===== config.mk =====
export PLATFORM = sky130hd
export DESIGN_NAME = vector_result_collector
export DESIGN_NICKNAME = d
export VERILOG_FILES = /design/src/rtl/vector_result_collector.sv
export SDC_FILE = /design/constraint.sdc
export NUM_CORES = 1
export LEC_CHECK = 0
export CAP_MARGIN = 10
export CORE_AREA = 2 2 215 217
export CTS_BUF_LIST = sky130_fd_sc_hd__clkbuf_4 sky130_fd_sc_hd__clkbuf_8 sky130_fd_sc_hd__clkbuf_16
export DETAILED_ROUTE_END_ITERATION = 8
export DIE_AREA = 0 0 217 219
export PLACE_DENSITY = 0.56
export SLEW_MARGIN = 15
export SYNTH_ARGS = -nofsm -noshare
export SYNTH_HDL_FRONTEND = slang
export SYNTH_SLANG_ARGS = --single-unit

===== constraint.sdc =====
create_clock -name clk -period 2.6 [get_ports clk]
set_clock_uncertainty 0.15 [all_clocks]
set_input_delay 0.52 -clock clk [delete_from_list [all_inputs] [get_ports clk]]
set_output_delay 0.52 -clock clk [all_outputs]
set_load 0.01 [all_outputs]

===== src/rtl/vector_result_collector.sv =====
// Gathers per-lane adder results into one LANES-wide vector and hands it downstream
// over valid/ready, with a partial-vector timeout and sticky protocol error flags.
module vector_result_collector #(
  parameter int unsigned LANES          = 8,
  parameter int unsigned DATA_W         = 32,
  parameter int unsigned TIMEOUT_CYCLES = 64,
  parameter int unsigned CNT_W          = 16
) (
  input  logic              clk,
  input  logic              rst_n,
  input  logic [LANES-1:0]  lane_valid,
  input  logic [DATA_W-1:0] lane_data [LANES-1:0],
  output logic              in_ready,
  output logic              vec_valid,
  input  logic              vec_ready,
  output logic [DATA_W-1:0] vec_data [LANES-1:0],
  output logic [LANES-1:0]  lane_mask,
  output logic [CNT_W-1:0]  vec_count,
  output logic              dup_err,
  output logic              ovf_err,
  output logic              timeout_err,
  input  logic              err_clr
);

  localparam int unsigned TmoW =
      ($clog2(TIMEOUT_CYCLES + 1) < 1) ? 1 : $clog2(TIMEOUT_CYCLES + 1);

  typedef enum logic [0:0] {StCollect, StHold} state_e;

  state_e            state_q, state_d;
  logic [LANES-1:0]  mask_q, mask_d;
  logic [CNT_W-1:0]  cnt_q, cnt_d;
  logic [TmoW-1:0]   tmo_q, tmo_d;
  logic              dup_q, dup_d;
  logic              ovf_q, ovf_d;
  logic              tmo_err_q, tmo_err_d;
  logic [DATA_W-1:0] data_q [LANES-1:0];

  logic [LANES-1:0]  cap;
  logic              dup_ev, ovf_ev, tmo_ev;

  always_comb begin
    state_d = state_q;
    mask_d  = mask_q;
    cnt_d   = cnt_q;
    tmo_d   = tmo_q;
    cap     = '0;
    dup_ev  = 1'b0;
    ovf_ev  = 1'b0;
    tmo_ev  = 1'b0;

    unique case (state_q)
      StCollect: begin
        cap    = lane_valid & ~mask_q;
        dup_ev = |(lane_valid & mask_q);
        mask_d = mask_q | cap;
        if (&mask_d) begin
          state_d = StHold;
          tmo_d   = '0;
        end else if (|cap) begin
          tmo_d = '0;
        end else if ((TIMEOUT_CYCLES != 0) && (|mask_q)) begin
          // The idle cycle that would bring the count to TIMEOUT_CYCLES aborts the vector.
          if (tmo_q == TmoW'(TIMEOUT_CYCLES - 1)) begin
            mask_d = '0;
            tmo_d  = '0;
            tmo_ev = 1'b1;
          end else begin
            tmo_d = tmo_q + TmoW'(1);
          end
        end else begin
          tmo_d = '0;
        end
      end
      StHold: begin
        ovf_ev = |lane_valid;
        tmo_d  = '0;
        if (vec_ready) begin
          state_d = StCollect;
          mask_d  = '0;
          cnt_d   = cnt_q + CNT_W'(1);
        end
      end
      default: state_d = StCollect;
    endcase
  end

  // Clear first so that a coincident error event wins over err_clr.
  always_comb begin
    dup_d     = err_clr ? 1'b0 : dup_q;
    ovf_d     = err_clr ? 1'b0 : ovf_q;
    tmo_err_d = err_clr ? 1'b0 : tmo_err_q;
    if (dup_ev) dup_d = 1'b1;
    if (ovf_ev) ovf_d = 1'b1;
    if (tmo_ev) tmo_err_d = 1'b1;
  end

  always_ff @(posedge clk or negedge rst_n) begin
    if (!rst_n) begin
      state_q   <= StCollect;
      mask_q    <= '0;
      cnt_q     <= '0;
      tmo_q     <= '0;
      dup_q     <= 1'b0;
      ovf_q     <= 1'b0;
      tmo_err_q <= 1'b0;
    end else begin
      state_q   <= state_d;
      mask_q    <= mask_d;
      cnt_q     <= cnt_d;
      tmo_q     <= tmo_d;
      dup_q     <= dup_d;
      ovf_q     <= ovf_d;
      tmo_err_q <= tmo_err_d;
    end
  end

  // Lanes not rewritten keep stale data from the previous vector.
  always_ff @(posedge clk or negedge rst_n) begin
    if (!rst_n) begin
      for (int i = 0; i < int'(LANES); i++) data_q[i] <= '0;
    end else begin
      for (int i = 0; i < int'(LANES); i++) begin
        if (cap[i]) data_q[i] <= lane_data[i];
      end
    end
  end

  assign in_ready    = (state_q == StCollect);
  assign vec_valid   = (state_q == StHold);
  assign vec_data    = data_q;
  assign lane_mask   = mask_q;
  assign vec_count   = cnt_q;
  assign dup_err     = dup_q;
  assign ovf_err     = ovf_q;
  assign timeout_err = tmo_err_q;

endmodule

==> results by group, run 1 <==
Status
  – Outcome: complete, no violations

Place
  – IO Port Bufs: 552
  – Routability Congestion: 0.777
  – Dpl cell area: 17700 um^2
  – HPWL Detailed: 27.4 mm

Routing
  – DRC: 0
  – First-pass DRT Iterations: 4
  – 1st-iter DRT viols: 412
  – WL/cell: 18.7 um
  – Vias per cell: 4.26
  – Vias: 8239
  – Total wire length: 36.2 mm
  – Antenna viol nets, final: 0

Global routing
  – Global Route met2 Usage: 25.3%
  – GRT Total Usage: 14.8%
  – Congestion Overflow GR: 0
  – Antenna violations before repair: 2
  – Largest net degree at the start of global routing: 63
  – Met3 usage: 5.79%
  – Vias in the first global route: 8835
  – Met1 GRT Util: 16.5%
  – First-pass GRT wire length: 53.6 mm
  – GRT busiest layer: met2

Critical path
  – RR Endpoint: timeout_err
  – R2r setup slk: 0.30 ns
  – Worst R2R Start: lane_mask[1]
  – Worst setup path start: vec_valid
  – Worst setup endpoint: in_ready
  – Worst EP arrival: 1.72 ns
  – Critical Path Sink Type: primary output
  – Worst R2R Path Depth: 5
  – Crit path kind: flip-flop to primary output
  – WP data required: 1.93 ns
  – CP Max Fanout: 8
  – Worst setup SP type: flip-flop

Flow run
  – Max cap viols: 0

Timing
  – F_max: 0.418 GHz
  – Slew Viols, Final: 0
  – Final Hold Fails: 0
  – Final period util: 92.0%
  – Final setup vio count: 0
  – Worst slew pin tran: 0.590 ns
  – RSZ-0062 raised after global routing: false
  – Rel. slew slack: 60.5%
  – Tmin final: 2.39 ns

Clock network
  – Worst-skew pair later-pin latency: 0.53 ns
  – Clock Path Buffers: 3
  – CTS tree: built
  – Total CTS buffers: 36
  – Clock slew at reported path FFs: 0.05 ns
  – Sink Count: 291
  – H-tree depth: 2
  – Root buf cell: clkbuf_16

Floorplanning
  – Die Wd: 217 um
  – Die ar.: 47500 um^2
  – Core Footprint: 45100 um^2
  – Cell Rows: 78
  – # IOs: 553
  – Die Ht: 219 um
  – Initial Util: 24.6%

Finish
  – Most frequent cells in the layout: 551 x clkdlybuf4s50_1, 291 x dfrtp_1, 257 x mux2_2
  – Finished layout cell area: 18900 um^2
  – Net count, final: 1578
  – Most common cell after layout, fill and taps aside: clkdlybuf4s50_1
  – P&R area growth vs syn: 70.2%
  – Layout cells sized above 1: 27.2%

Synthesis
  – Synth area leader: dfrtp_1
  – Synthesized area: 11100 um^2
  – Synth top area share: 65.6%
  – Post-Synth XOR/XNOR Area: 1.50%
  – Most area-consuming cells after synthesis: dfrtp_1 66%, mux2_2 26%, nor2_1 1.0%
  – Cells after Synth: 715
  – Combinational family with the most area after synthesis: multiplexers
  – Synth cell types: 30
  – Avg Inst Size Synth: 15.5 um^2
  – Simple-Gate Fraction of Synth Area: 3.84%
  – Synth warnings: 0
  – Post-synthesis mux area share: 26.1%
  – Adder-Cell Fraction of Synth Area: 0.225%
  – Register bit count reported by yosys: 291
  – Complex-gate fraction of the synthesized area: 1.67%
  – Syn nets: 985
  – Sequential-to-total area share from yosys stat: 65.6%

Worst hold path
  – Worst min path class: flip-flop to flip-flop
  – Hold Crit Start: tmo_q[0]

Pwr
  – Power consumption: 22.9 mW
  – Cell Pwr Density: 1210 nW/um^2
  – VDD IR max: 0.711 mV
  – P_leak: 7.69 nW
-- state kept, by name, summed over array words and instances (netlist names) --
register / count
dup_err: 1
lane_mask: 8
ovf_err: 1
timeout_err: 1
tmo_q: 7
vec_count: 16
vec_data: 256
vec_valid: 1
-- per-layer routing --
layer	share of wire, %	wire, um
met5	0.036	13
met1	37	13400
met3	9.2	3330
met4	3.1	1120
met2	51	18300
-- report_power, final --
group | switching [mW] | total, mW | internal (mW) | leakage [nW]
logic | 3.76 | 9.91 | 6.16 | 3.61
clock network | 1.95 | 5.05 | 3.11 | 0.599
registers | 1.18 | 7.89 | 6.71 | 3.49
-- worst max-delay path, cell delays in order, from the launching register on --
cell             delay (ns)
dfrtp_1                0.43
clkinv_2               0.16
clkdlybuf4s50_1        0.60
-- stage by stage --
stage / setup slack, ns / utilization [%] / instances / TNS [ns] / hold WS, ns
after floorplan: 0.362 / - / 715 / 0 / 0.0744
after global placement: -0.241 / 39.3 / 1869 / -2.54 / 0.301
after detailed placement: -0.260 / 39.3 / 1869 / -2.98 / 0.317
after CTS: 0.152 / 41.9 / 1931 / 0 / 0.324
after global routing: 0.0956 / 41.9 / 1931 / 0 / 0.337
final: 0.208 / 41.9 / 1932 / 0 / 0.326
-- repair_timing --
action	4_1_cts	5_1_grt
buffers inserted	0	0
hold buffers	1	0
endpoints found under the setup margin	1	0
endpoints found under the hold margin	52	0
gates resized for setup	1	0
-- synthesized netlist by cell type --
library cell and instances:
a21oi_1 13, or4_4 1, o22ai_1 1, a22o_1 2, mux2_2 257, nor4_1 2
nor3_1 7, and3_1 3, o31ai_4 1, a22oi_1 4, a21o_1 1, o21bai_1 1
or4_1 3, nor2_1 31, nand2b_1 8, xnor2_1 13, and4_1 2, clkbuf_1 26
dfrtp_1 291, xor2_1 6, nand3_1 9, nand2_1 16, nand4_1 6, buf_6 1
ha_1 2, inv_1 3, clkinv_1 1, buf_2 1, a211oi_2 2, o21ai_0 1
-- worst min-delay path by stage --
stage | to | depth (start not counted)
global route | vec_count[15] | 1
global placement | tmo_q[0] | 1
floorplan | dup_err | 0
CTS | tmo_q[0] | 1
finish | tmo_q[0] | 1
detailed placement | tmo_q[0] | 1
-- layout make-up --
cell class              count  area [um^2]
clock buffers              48         1040
well taps                 600          751
diodes                      1         2.50
flip-flops and latches    291         7280
inverters                   4         16.3
fillers                  4280        26200
multi-input cells         392         3740
clock inverters            13          154
repair buffers            583         5930
-- cells by family after synthesis --
logic type               Yosys count
buffers and inverters             32
AND/OR/NAND/NOR                   88
AO/OA/AOI/OAI                     26
adder cells (fa/ha/maj)            2
XOR/XNOR                          19
flip-flops                       291
multiplexers                     257
Note: power is estimated with default switching activity, not from simulation.
==> run 2: changes to the inputs <==
GPL_ROUTABILITY_DRIVEN = 0   (was unset)
==> results of run 2 <==
No change in the layout: final DEF, timing and power equal those of run 1.
